[config.mk]
export PLATFORM = sky130hd
export DESIGN_NAME = addsub_operand_ctrl
export DESIGN_NICKNAME = d
export VERILOG_FILES = /design/src/rtl/addsub_operand_ctrl.sv
export SDC_FILE = /design/constraint.sdc
export NUM_CORES = 1
export LEC_CHECK = 0
export BUFFER_PORTS_ARGS = -buffer_cell sky130_fd_sc_hd__buf_2
export CORE_MARGIN = 5
export CORE_UTILIZATION = 30
export DETAILED_ROUTE_END_ITERATION = 10
export GPL_ROUTABILITY_DRIVEN = 0
export GPL_TIMING_DRIVEN = 0
export PLACE_DENSITY = 0.52
export SLEW_MARGIN = 20
export SYNTH_ARGS = -nofsm -noshare
export SYNTH_HDL_FRONTEND = slang
export SYNTH_SLANG_ARGS = --single-unit
[constraint.sdc]
create_clock -name clk -period 3.4 [get_ports clk]
set_input_delay 0.34 -clock clk [delete_from_list [all_inputs] [get_ports clk]]
set_output_delay 0.34 -clock clk [all_outputs]
set_load 0.005 [all_outputs]
[src/rtl/addsub_operand_ctrl.sv]
// ============================================================================
// Module   : addsub_operand_ctrl
// Purpose  : Debounced operand-entry sequencer for a 4-bit add/sub datapath;
//            optional overflow flag enabled by macro ADDSUB_OVF_DETECT_EN.
// Revision : 1.0 - initial release
// ============================================================================
`default_nettype none

module addsub_operand_ctrl #(
   parameter int DEBOUNCE_CYCLES = 250000,
   parameter int CNT_W           = 18
) (
   input  logic       clk,
   input  logic       rst_n,
   input  logic       key_enter_n,
   input  logic       key_clear_n,
   input  logic [3:0] sw_data,
   input  logic       sw_sub,
   input  logic [3:0] adder_r,
   input  logic       adder_cout,
   output logic [3:0] op_a,
   output logic [3:0] op_b,
   output logic       op_sub,
   output logic [3:0] disp_nibble,
   output logic [1:0] state_led,
   output logic       result_valid,
   output logic       carry_led
`ifdef ADDSUB_OVF_DETECT_EN
   ,
   output logic       ovf_led
`endif
);

   localparam logic [1:0]       c_GET_A   = 2'b00;
   localparam logic [1:0]       c_GET_B   = 2'b01;
   localparam logic [1:0]       c_CALC    = 2'b10;
   localparam logic [1:0]       c_SHOW    = 2'b11;
   localparam logic [CNT_W-1:0] c_CNT_MAX = CNT_W'(DEBOUNCE_CYCLES - 1);

   logic [1:0] w_key_raw;
   logic [1:0] w_press;
   logic       w_enter;
   logic       w_clear;

   assign w_key_raw = {key_clear_n, key_enter_n};
   assign w_enter   = w_press[0];
   assign w_clear   = w_press[1];

   // Bit 0 is enter, bit 1 is clear; both keys share the same debounce path.
   generate
      for (genvar k = 0; k < 2; k++) begin : g_key
         logic             r_sync1;
         logic             r_sync2;
         logic             r_deb;
         logic             r_press;
         logic [CNT_W-1:0] r_cnt;

         always_ff @(posedge clk or negedge rst_n) begin
            if (!rst_n) begin
               r_sync1 <= 1'b1;
               r_sync2 <= 1'b1;
               r_deb   <= 1'b1;
               r_press <= 1'b0;
               r_cnt   <= '0;
            end else begin
               r_sync1 <= w_key_raw[k];
               r_sync2 <= r_sync1;
               r_press <= 1'b0;
               if (r_sync2 == r_deb) begin
                  r_cnt <= '0;
               end else if (r_cnt == c_CNT_MAX) begin
                  r_cnt   <= '0;
                  r_deb   <= r_sync2;
                  r_press <= r_deb;
               end else begin
                  r_cnt <= r_cnt + 1'b1;
               end
            end
         end

         assign w_press[k] = r_press;
      end
   endgenerate

   logic [1:0] r_state;
   logic [3:0] r_op_a;
   logic [3:0] r_op_b;
   logic       r_op_sub;
   logic [3:0] r_res;
   logic       r_carry;
   logic       r_result_valid;

`ifdef ADDSUB_OVF_DETECT_EN
   logic       r_ovf;
   logic [3:0] w_b_eff;
   logic       w_ovf;

   // Signed overflow: effective operands agree in sign but the result does not.
   assign w_b_eff = r_op_b ^ {4{r_op_sub}};
   assign w_ovf   = (r_op_a[3] == w_b_eff[3]) && (adder_r[3] != r_op_a[3]);
   assign ovf_led = r_ovf;

   always_ff @(posedge clk or negedge rst_n) begin
      if (!rst_n) begin
         r_ovf <= 1'b0;
      end else if (w_clear) begin
         r_ovf <= 1'b0;
      end else if (r_state == c_CALC) begin
         r_ovf <= w_ovf;
      end else if ((r_state == c_SHOW) && w_enter) begin
         r_ovf <= 1'b0;
      end
   end
`endif

   always_ff @(posedge clk or negedge rst_n) begin
      if (!rst_n) begin
         r_state        <= c_GET_A;
         r_op_a         <= '0;
         r_op_b         <= '0;
         r_op_sub       <= 1'b0;
         r_res          <= '0;
         r_carry        <= 1'b0;
         r_result_valid <= 1'b0;
      end else if (w_clear) begin
         r_state        <= c_GET_A;
         r_op_a         <= '0;
         r_op_b         <= '0;
         r_op_sub       <= 1'b0;
         r_res          <= '0;
         r_carry        <= 1'b0;
         r_result_valid <= 1'b0;
      end else begin
         case (r_state)
            c_GET_A: begin
               if (w_enter) begin
                  r_op_a  <= sw_data;
                  r_state <= c_GET_B;
               end
            end
            c_GET_B: begin
               if (w_enter) begin
                  r_op_b   <= sw_data;
                  r_op_sub <= sw_sub;
                  r_state  <= c_CALC;
               end
            end
            c_CALC: begin
               r_res          <= adder_r;
               r_carry        <= adder_cout;
               r_result_valid <= 1'b1;
               r_state        <= c_SHOW;
            end
            default: begin
               if (w_enter) begin
                  r_result_valid <= 1'b0;
                  r_state        <= c_GET_A;
               end
            end
         endcase
      end
   end

   always_comb begin
      disp_nibble = sw_data;
      case (r_state)
         c_CALC:  disp_nibble = r_op_b;
         c_SHOW:  disp_nibble = r_res;
         default: disp_nibble = sw_data;
      endcase
   end

   assign op_a         = r_op_a;
   assign op_b         = r_op_b;
   assign op_sub       = r_op_sub;
   assign state_led    = r_state;
   assign result_valid = r_result_valid;
   assign carry_led    = r_carry;

endmodule

`default_nettype wire

==> results of run 1 <==
==> final timing paths <==
check,to,slack (ps)
worst min-delay path,g_key[0].r_sync1$_DFF_PN1_,100
worst max register to register,g_key[0].r_cnt[9]$_DFF_PN0_,1340
worst min register to register,g_key[1].r_sync2$_DFF_PN1_,360
min in group asynchronous,op_a[0]$_DFFE_PN0P_,430
worst max-delay path,disp_nibble[0],1110
max in group asynchronous,g_key[0].r_sync1$_DFF_PN1_,2400
==> state kept, by name, summed over array words and instances (netlist names), 2 cells and up <==
signal,flops
g_key.r_cnt,36
g_key.r_sync1,2
g_key.r_deb,2
r_res,4
op_b,4
g_key.r_press,2
g_key.r_sync2,2
state_led,2
op_a,4
==> synthesized netlist by cell type, drive strengths merged (8+ instances only) <==
library cell   n  area share, %
a21oi         16            2.8
dfrtp         55             47
inv            9            1.2
nand2         29            3.7
nand3         23            4.0
nand4          9            2.6
nor2          46            5.9
nor4           8            1.9
xnor2         24            7.2
==> kinds of logic after synthesis <==
family          Yosys count  synth area share, %
mux                       8                 2.97
buf+inv                  15                 2.11
compound gates           29                 6.80
xor+xnor                 29                 8.73
flops                    61                 52.7
fa+ha+maj                 6                 2.58
simple gates            139                 24.1
==> layout make-up <==
type | count | area (sq um) | share of cell area [%]
Clock buffer | 9 | 124 | 3.53
Timing Repair Buffer | 32 | 183 | 5.21
Multi-Input combinational cell | 211 | 1310 | 37.5
Inverter | 9 | 33.8 | 0.964
Sequential cell | 61 | 1530 | 43.8
Clock inverter | 7 | 123 | 3.50
Tap cell | 133 | 166 | 4.75
Buffer | 6 | 27.5 | 0.785
==> layer usage <==
metal,part of all wire (%),track usage [%],vias up
met5,0,0,-
met2,48,18.4,30
li1,-,-,1083
met3,4.8,4.36,4
met1,47,14.1,1047
met4,0.96,3.79,0
==> power groups by stage <==
stage          Clock (W)  Sequential (W)  Combinational [W]
5_1_grt         0.000851        0.000744          0.0000624
4_1_cts         0.000825        0.000743          0.0000559
6_report        0.000795        0.000743          0.0000528
2_1_floorplan          0        0.000755          0.0000197
3_5_place_dp           0        0.000757          0.0000550
3_3_place_gp           0        0.000757          0.0000511
==> per-stage QoR <==
step | hold slack, ps | total power, W | utilization, % | area (sq um) | worst slack [ps]
after floorplan | 44.4 | 0.000775 | - | 2910 | 1600
after global placement | 350 | 0.000808 | 33.6 | 3230 | 1340
after detailed placement | 255 | 0.000812 | 33.9 | 3250 | 1310
after CTS | 76.4 | 0.00162 | 36.5 | 3500 | 1090
after global routing | 67.0 | 0.00166 | 36.5 | 3500 | 942
final | 100 | 0.00159 | 36.5 | 3500 | 1110
==> flow_metrics.py, run 1 <==
metrics = {
    "placement": {
        "portBuffers": 30,
        "placed_wire_length_estimate_after_detailed_placement_um": 4180,
        "dp_cells": 451,
    },
    "cts": {
        "tritoncts.num_buffers": 9,
        "clock_path_buffers": 2,
        "postCtsResizedCells": 0,
        "clk_latency_ps": 340,
        "cts.clk_slew.worst_paths_ps": 70,
        "cts_hold_buf": 1,
        "cts.htree.levels": 3,
        "clock-root-buffer": "sky130_fd_sc_hd__clkbuf_8",
        "post-cts-setup-buffer-count": 0,
        "clock_sinks": 61,
        "tritoncts": "built",
    },
    "sta": {
        "achievable-frequency_mhz": 437,
        "timing.final.hold_violations": 0,
        "rsz0062_at_grt": "no",
        "setup-violations-final": 0,
        "min_period_ps": 2290,
        "tightestPinTransition_ps": 663,
        "final_max_slew_viol_count": 0,
        "post-route-period-util_pct": 67.4,
        "totalNegativeSetupSlack_ps": 0,
        "fin_worst_skew_ps": 11.8,
        "worst_slew_margin_rel_pct": 55.5,
    },
    "synth": {
        "yosysUniqueCellTypes": 36,
        "synthesis.yosys.warnings": 0,
        "netlist_area_pre_place_sq_mm": 0.00291,
        "netlist_instances": 287,
        "sequential_to_total_area_share_from_yosys_stat_pct": 52.7,
        "syn-num-nets": 307,
        "synth-async-reset-ratio_pct": 100,
        "postSynthAreaPerCell_sq_um": 10.1,
        "ys_seq_elements": 61,
        "synth-main-ff-cell": "sky130_fd_sc_hd__dfrtp_1",
        "synth_enable_flop_cells": 0,
    },
    "drt": {
        "drt-initial-drc-count": 45,
        "drt_first_pass_iters": 4,
        "detail_route.drc_violations": 0,
        "via_count": 2164,
        "detail_route.vias_per_cell": 4.62,
        "wirelength_um": 5940,
        "drtAntennaViolNets": 0,
        "wl_per_cell_um": 12.7,
    },
    "critical_path": {
        "r2r.worst_path.cells": 6,
        "timing.critical_path.depth": 6,
        "highest_fanout_seen_on_the_critical_path": 10,
        "critPathMaxStageDelay_ps": 470,
        "timing.critical_path.arrival_ps": 1950,
        "rr_startpoint": "g_key[0].r_cnt[0]$_DFF_PN0_",
        "crit_buf_inv": 3,
        "timing_worst_setup_path_type": "reg2out",
        "timing.critical_path.from": "state_led[0]$_DFFE_PN0P_",
        "critical_path.top_delay_family": "buffers and inverters",
        "cp-start-kind": "register",
        "timing.critical_path.to_type": "output port",
        "critical_path.slowest_cell": "sky130_fd_sc_hd__clkbuf_1",
        "crit_path_cell_trace": "inv_1 > ha_1 > clkbuf_1 > a22oi_1 > nand2_1 > buf_2",
        "cp_data_required_time_ps": 3060,
    },
    "run": {
        "drv_cap": 0,
    },
    "final_layout": {
        "drive_gt1_share_pct": 20.0,
        "final_cells": 468,
        "synthToLayoutAreaGrowth_pct": 20.5,
        "final_cell_mix": "55 x sky130_fd_sc_hd__dfrtp_1, 46 x sky130_fd_sc_hd__nor2_1, 30 x sky130_fd_sc_hd__buf_2",
        "nets_final": 350,
        "nFillCells": 979,
        "mostFrequentLayoutCell": "sky130_fd_sc_hd__dfrtp_1",
        "num_antenna_cells": 0,
    },
    "floorplan": {
        "die_w_um": 108,
        "design.core.area_sq_mm": 0.00959,
        "floorplan.io_pins": 31,
        "initial_standard_cell_utilization_of_the_core_pct": 30.3,
        "std_cell_rows": 36,
        "fp.dieArea_sq_mm": 0.0118,
        "chipHeight_um": 108,
    },
    "min_path": {
        "hold_path_depth": 1,
        "holdCritStartpoint": "key_enter_n",
        "holdCritPathClass": "in2reg",
    },
    "pwr": {
        "power.switching_w": 0.000345,
        "clock_power_share_pct": 50.0,
        "power.combinational.fraction_pct": 3.3,
        "cellPowerDensity_mw_per_mm2": 454,
        "power.share.sequential_pct": 46.7,
        "internal-power_w": 0.00125,
        "ir_drop_v": 0.000233,
        "leakage_nw": 1.47,
        "switching_fraction_of_total_power_pct": 21.7,
    },
    "global_route": {
        "number_of_global_route_vias_before_repair": 2271,
        "globalRouteTotalUtil_pct": 11.4,
        "grt_start_max_net_pins": 41,
        "grt_pass1_wl_um": 10600,
        "grt_remaining_overflow": 0,
        "antenna_found_initial": 0,
    },
    "outcome": {
        "run_status": "completed",
    },
}
Power figures use the tool's default switching activity.
==> run 2, diff against run 1 <==
ABC_AREA = 1   (was unset)
clock period = 2.2 ns   (was 3.4 ns; I/O delays follow)
==> run 2 against run 1 <==
  * Power is 41% higher
  * Worst setup slack worse by 860 ps
  * Highest routed layer unchanged
  * Wire length is 9.9% higher
  * Sequential power is 55% higher
  * Register-to-register slack worse by 610 ps
  * Count of clock-buffer cells in the layout is 5 higher
  * Non-clock buffer count is 2 lower
  * Combinational power is 74% higher
  * Sequential cell count stayed put
  * Critical endpoint is now disp_nibble[2]
  * Cell area is 6.7% higher
  * Critical path type unchanged
==> flow_metrics.py, run 2 <==
metrics = {
    "sta": {
        "rsz0062_at_grt": "no",
        "setup-violations-final": 0,
        "totalNegativeSetupSlack_ps": 0,
        "tightestPinTransition_ps": 422,
        "achievable-frequency_mhz": 511,
        "fin_worst_skew_ps": 14.3,
        "worst_slew_margin_rel_pct": 71.8,
        "final_max_slew_viol_count": 0,
        "min_period_ps": 1960,
        "layout_setup_ws_ps": 245,
        "post-route-period-util_pct": 88.9,
        "holdWs_ps": 115,
        "timing.final.hold_violations": 0,
    },
    "pwr": {
        "clock_power_share_pct": 44.6,
        "cellPowerDensity_mw_per_mm2": 598,
        "power.share.sequential_pct": 51.3,
        "power.switching_w": 0.000486,
        "internal-power_w": 0.00175,
        "ir_drop_v": 0.000218,
        "power.combinational.fraction_pct": 4.1,
        "switching_fraction_of_total_power_pct": 21.7,
        "leakage_nw": 1.67,
    },
    "cts": {
        "tritoncts": "built",
        "postCtsResizedCells": 0,
        "post-cts-setup-buffer-count": 0,
        "tritoncts.num_buffers": 9,
        "clock_sinks": 61,
        "cts.clk_slew.worst_paths_ps": 60,
        "cts.htree.levels": 3,
        "clock-root-buffer": "sky130_fd_sc_hd__clkbuf_8",
        "clk_latency_ps": 350,
        "clock_path_buffers": 2,
    },
    "synth": {
        "synthTopCellsByCount": "83 x sky130_fd_sc_hd__nor2_1, 62 x sky130_fd_sc_hd__nand2_1, 55 x sky130_fd_sc_hd__dfrtp_1",
        "synth_enable_flop_cells": 0,
        "sequential_to_total_area_share_from_yosys_stat_pct": 48.4,
        "yosysMostFrequentCell": "sky130_fd_sc_hd__nor2_1",
        "netlist_area_pre_place_sq_mm": 0.00317,
        "synth_area_leader_cell": "sky130_fd_sc_hd__dfrtp_1",
        "yosysUniqueCellTypes": 28,
        "syn-num-nets": 400,
        "postSynthAreaPerCell_sq_um": 8.34,
        "netlist_instances": 380,
        "ys_seq_elements": 61,
        "synth-async-reset-ratio_pct": 100,
        "synthesis.yosys.warnings": 0,
        "synth-main-ff-cell": "sky130_fd_sc_hd__dfrtp_1",
        "synth_area_leaders": "sky130_fd_sc_hd__dfrtp_1 43%, sky130_fd_sc_hd__nor2_1 9.8%, sky130_fd_sc_hd__nand2_1 7.3%",
        "portion_of_synthesized_cell_area_occupied_by_the_leading_cell_type_pct": 43.4,
    },
    "floorplan": {
        "chipHeight_um": 113,
        "fp.dieArea_sq_mm": 0.0127,
        "initial_standard_cell_utilization_of_the_core_pct": 30.7,
        "floorplan.io_pins": 31,
        "die_w_um": 113,
        "design.core.area_sq_mm": 0.0103,
        "std_cell_rows": 37,
    },
    "critical_path": {
        "crit_buf_inv": 3,
        "timing_worst_setup_path_type": "reg2out",
        "critPathMaxStageDelay_ps": 400,
        "timing.reg2reg.setup_slack_ps": 730,
        "highest_fanout_seen_on_the_critical_path": 10,
        "timing.critical_path.to_type": "output port",
        "critical_path.top_delay_family": "buffers and inverters",
        "cp_data_required_time_ps": 1980,
        "timing.critical_path.arrival_ps": 1740,
        "critical_path.slowest_cell": "sky130_fd_sc_hd__dfrtp_1",
        "critPathMostFrequentCell": "sky130_fd_sc_hd__buf_2",
        "cp-start-kind": "register",
        "crit_path_cell_trace": "inv_1 > ha_1 > buf_2 > a22oi_1 > o21ai_0 > buf_2",
    },
    "drt": {
        "detail_route.vias_per_cell": 4.40,
        "drtAntennaViolNets": 0,
        "drt_first_pass_iters": 4,
        "detail_route.drc_violations": 0,
        "wirelength_um": 6520,
        "wl_per_cell_um": 11.5,
        "drt-initial-drc-count": 175,
        "via_count": 2486,
    },
    "global_route": {
        "grt_start_max_net_pins": 46,
        "grt_remaining_overflow": 0,
        "globalRouteTotalUtil_pct": 11.1,
        "number_of_global_route_vias_before_repair": 2398,
        "grt_pass1_wl_um": 11300,
        "antenna_found_initial": 0,
    },
    "outcome": {
        "run_status": "completed",
    },
    "final_layout": {
        "largest_reg_flops": 36,
        "num_antenna_cells": 0,
        "mostFrequentLayoutCell": "sky130_fd_sc_hd__nor2_1",
        "drive_gt1_share_pct": 19.8,
        "synthToLayoutAreaGrowth_pct": 18.1,
        "final_cells": 565,
        "nets_final": 445,
        "final_cell_mix": "83 x sky130_fd_sc_hd__nor2_1, 62 x sky130_fd_sc_hd__nand2_1, 55 x sky130_fd_sc_hd__dfrtp_1",
        "most_flops_register": "g_key.r_cnt",
    },
    "placement": {
        "detailedPlace.worstSlack_ps": 642,
        "dp_cells": 547,
        "portBuffers": 30,
        "placed_wire_length_estimate_after_detailed_placement_um": 4910,
    },
    "min_path": {
        "holdCritPathClass": "in2reg",
    },
    "run": {
        "drv_cap": 0,
    },
}
## run 2: path summary, 6_finish.rpt
check,start,endpoint,cells after the start
min in group asynchronous,rst_n,g_key[1].r_cnt[13]$_DFF_PN0_,2
max in group asynchronous,rst_n,g_key[0].r_sync1$_DFF_PN1_,3
min reg2reg,g_key[1].r_sync1$_DFF_PN1_,g_key[1].r_sync2$_DFF_PN1_,0
max reg2reg,g_key[0].r_cnt[0]$_DFF_PN0_,g_key[0].r_cnt[14]$_DFF_PN0_,8
min,adder_cout,carry_led$_DFFE_PN0P_,3
max,state_led[0]$_DFFE_PN0P_,disp_nibble[2],6
## run 2: repair_timing
item	in CTS	in global routing
hold endpoints to repair	18	0
hold buffers	3	0
endpoints found under the setup margin	0	0
## run 2: logic make-up (layout without fill, tap and decap cells)
kind of cell	count (synthesis)	count (layout)	synth area share, %
adders and majority gates	6	6	2.37
muxes	8	8	2.84
xor gates and xnor gates	17	17	5.17
and+or+nand+nor	210	210	30.1
AOI/OAI and AO/OA	32	32	5.61
buffers and inverters	46	95	5.53
DFF	61	61	48.4
## run 2: routing by layer
layer | wire, um | GRT usage, %
met1 | 3250 | 14.5
met2 | 2820 | 16.8
met3 | 328 | 3.80
met4 | 129 | 4.89
met5 | 0 | 0
## run 2: area by class of cell
cell class,instances,area [sq um]
fill,1059,6580
sequential,61,1530
multi-input combinational,273,1460
timing repair buffer,34,210
tap,136,170
inverter,44,165
clock buffer,14,163
clock inverter,1,30.0
buffer,2,10.0
## run 2: power by group through the flow
stage	sequential [W]	clock, W	combinational, W
after CTS	0.00115	0.00103	0.0000957
after global placement	0.00117	0	0.0000835
after global routing	0.00115	0.00109	0.000107
final	0.00115	0.000998	0.0000917
after detailed placement	0.00117	0	0.0000908
after floorplan	0.00117	0	0.0000353
## run 2: worst register-to-register path: cells and delay by family, from the launching register on
family	cells	cell delay [ps]
adder cells (fa/ha/maj)	1	200
flip-flops	1	400
AND/OR/NAND/NOR	7	750
## run 2: metrics by stage
| step | instance area (sq um) | util [%] | total power (W) |
|---|---|---|---|
| 6_report | 3740 | 36.2 | 0.00224 |
| 2_1_floorplan | 3170 | - | 0.00120 |
| 3_5_place_dp | 3520 | 34.1 | 0.00126 |
| 5_1_grt | 3740 | 36.2 | 0.00235 |
| 4_1_cts | 3740 | 36.2 | 0.00227 |
| 3_3_place_gp | 3490 | 33.8 | 0.00125 |
==> run 3, diff against run 2 <==
--- a/config.mk
+++ b/config.mk
@@ -7,11 +7,11 @@
 export LEC_CHECK = 0
 export ABC_AREA = 1
-export BUFFER_PORTS_ARGS = -buffer_cell sky130_fd_sc_hd__buf_2
+export BUFFER_PORTS_ARGS = -buffer_cell sky130_fd_sc_hd__buf_4
 export CORE_MARGIN = 5
-export CORE_UTILIZATION = 30
+export CORE_UTILIZATION = 55
 export DETAILED_ROUTE_END_ITERATION = 10
 export GPL_ROUTABILITY_DRIVEN = 0
 export GPL_TIMING_DRIVEN = 0
-export PLACE_DENSITY = 0.52
+export PLACE_DENSITY = 0.81
 export SLEW_MARGIN = 20
 export SYNTH_ARGS = -nofsm -noshare
==> constraint.sdc (replaced) <==
create_clock -name clk -period 2.2 [get_ports clk]
set_input_delay 0.33 -clock clk [delete_from_list [all_inputs] [get_ports clk]]
set_output_delay 0.33 -clock clk [all_outputs]
set_load 0.005 [all_outputs]
==> run 3 against run 2 <==
  * Count of clock-buffer cells in the layout unchanged
  * Via count is 5.0% higher
  * Maximum frequency down 4.0%
  * Clock power is 3.5% lower
  * Die area fell by 42%
  * Sequential cell count unchanged
  * Core utilization up 30 points
  * Final cell count decreased by 12%
  * Combinational power decreased by 3.6%
==> flow_metrics.py, run 3 (same netlist as run 2, synthesis figures left out) <==
metrics = {
    "outcome": {
        "run_status": "completed",
    },
    "sta": {
        "rsz0062_at_grt": "no",
        "totalNegativeSetupSlack_ps": 0,
        "fin_worst_skew_ps": 11.4,
        "layout_setup_ws_ps": 163,
        "timing.final.hold_violations": 0,
        "final_max_slew_viol_count": 0,
        "min_period_ps": 2040,
        "post-route-period-util_pct": 92.6,
        "holdWs_ps": 44.7,
        "tightestPinTransition_ps": 750,
        "achievable-frequency_mhz": 491,
        "worst_slew_margin_rel_pct": 50.0,
        "setup-violations-final": 0,
    },
    "final_layout": {
        "drive_gt1_share_pct": 19.7,
        "nFillCells": 459,
        "synthToLayoutAreaGrowth_pct": 15.9,
        "most_flops_register": "g_key.r_cnt",
        "largest_reg_flops": 36,
        "num_antenna_cells": 0,
        "final_cell_mix": "83 x sky130_fd_sc_hd__nor2_1, 62 x sky130_fd_sc_hd__nand2_1, 55 x sky130_fd_sc_hd__dfrtp_1",
        "mostFrequentLayoutCell": "sky130_fd_sc_hd__nor2_1",
        "layout.core_utilization_pct": 66.3,
        "nets_final": 441,
    },
    "pwr": {
        "leakage_nw": 1.66,
        "ir_drop_v": 0.000383,
        "cellPowerDensity_mw_per_mm2": 599,
        "power.share.sequential_pct": 52.2,
        "clock_power_share_pct": 43.8,
        "switching_fraction_of_total_power_pct": 21.6,
        "internal-power_w": 0.00173,
        "power.switching_w": 0.000474,
        "power.combinational.fraction_pct": 4.0,
    },
    "critical_path": {
        "timing.critical_path.depth": 6,
        "r2r.worst_path.cells": 8,
        "crit_path_cell_trace": "inv_1 > ha_1 > buf_2 > a22oi_1 > o21ai_0 > buf_4",
        "critical_path.reg2reg.endpoint": "g_key[1].r_cnt[9]$_DFF_PN0_",
        "timing.critical_path.arrival_ps": 1710,
        "cp-start-kind": "register",
        "critical_path.slowest_cell": "sky130_fd_sc_hd__dfrtp_1",
        "rr_startpoint": "g_key[1].r_cnt[0]$_DFF_PN0_",
        "timing_worst_setup_path_type": "reg2out",
        "timing.critical_path.to_type": "output port",
        "critical_path.top_delay_family": "buffers and inverters",
        "timing.critical_path.from": "state_led[0]$_DFFE_PN0P_",
        "highest_fanout_seen_on_the_critical_path": 10,
        "timing.reg2reg.setup_slack_ps": 710,
        "critPathMaxStageDelay_ps": 400,
        "crit_buf_inv": 3,
        "cp_data_required_time_ps": 1870,
        "crit_path_end": "disp_nibble[0]",
    },
    "drt": {
        "drtAntennaViolNets": 0,
        "via_count": 2611,
        "detail_route.drc_violations": 0,
        "wirelength_um": 6340,
        "drt_first_pass_iters": 4,
        "detail_route.vias_per_cell": 5.24,
        "wl_per_cell_um": 12.7,
        "drt-initial-drc-count": 134,
    },
    "floorplan": {
        "die_w_um": 85.9,
        "fp.dieArea_sq_mm": 0.00738,
        "design.core.area_sq_mm": 0.00554,
        "floorplan.io_pins": 31,
        "chipHeight_um": 85.9,
        "std_cell_rows": 27,
        "initial_standard_cell_utilization_of_the_core_pct": 57.2,
    },
    "cts": {
        "cts.clk_slew.worst_paths_ps": 70,
        "tritoncts": "built",
        "cts_hold_buf": 0,
        "clock-root-buffer": "sky130_fd_sc_hd__clkbuf_8",
        "clock_path_buffers": 2,
        "cts.htree.levels": 3,
        "clk_latency_ps": 340,
        "post-cts-setup-buffer-count": 0,
        "clock_sinks": 61,
        "postCtsResizedCells": 0,
        "tritoncts.num_buffers": 9,
    },
    "global_route": {
        "globalRouteTotalUtil_pct": 18.7,
        "grt_start_max_net_pins": 62,
        "number_of_global_route_vias_before_repair": 2321,
        "grt_remaining_overflow": 0,
        "grt_pass1_wl_um": 10800,
        "antenna_found_initial": 0,
    },
    "min_path": {
        "holdCritPathClass": "in2async",
    },
    "placement": {
        "detailedPlace.worstSlack_ps": 520,
        "placed_wire_length_estimate_after_detailed_placement_um": 4590,
        "portBuffers": 30,
    },
    "run": {
        "drv_cap": 0,
    },
}
run 3: how the worst min path moves through the flow:
stage	endpoint	from	depth (start not counted)
CTS	r_res[2]$_DFFE_PN0P_	rst_n	1
global placement	g_key[0].r_sync2$_DFF_PN1_	g_key[0].r_sync1$_DFF_PN1_	0
detailed placement	g_key[1].r_sync2$_DFF_PN1_	g_key[1].r_sync1$_DFF_PN1_	0
floorplan	carry_led$_DFFE_PN0P_	rst_n	0
finish	r_res[2]$_DFFE_PN0P_	rst_n	1
global route	g_key[1].r_sync1$_DFF_PN1_	key_clear_n	1
run 3: metrics by stage:
stage                     cells  power (W)  area [sq um]
after floorplan             380    0.00120          3170
after global placement      482    0.00126          3480
after detailed placement    482    0.00126          3480
after CTS                   498    0.00223          3670
after global routing        498    0.00229          3670
final                       498    0.00220          3670
run 3: per-layer routing:
layer	global-route usage (%)	wire (um)
met1	24.6	2900
met2	29.6	2970
met3	5.86	383
met4	5.61	89
met5	0	0
run 3: area by class of cell:
type                       count  area, sq um  share of cell area (%)
buffer                         2         10.0                   0.273
clock buffer                  14          153                    4.16
timing repair buffer          30          225                    6.13
clock inverter                 2         35.0                   0.954
sequential                    61         1530                    41.8
tap                           72         90.1                    2.45
multi-input combinational    273         1460                    39.7
inverter                      44          165                    4.50
run 3: power groups by stage:
stage / sequential [W] / clock, W / combinational (W)
2_1_floorplan: 0.00117 / 0 / 0.0000353
6_report: 0.00115 / 0.000963 / 0.0000884
3_3_place_gp: 0.00117 / 0 / 0.0000880
5_1_grt: 0.00115 / 0.00104 / 0.000101
4_1_cts: 0.00115 / 0.000990 / 0.0000906
3_5_place_dp: 0.00117 / 0 / 0.0000900
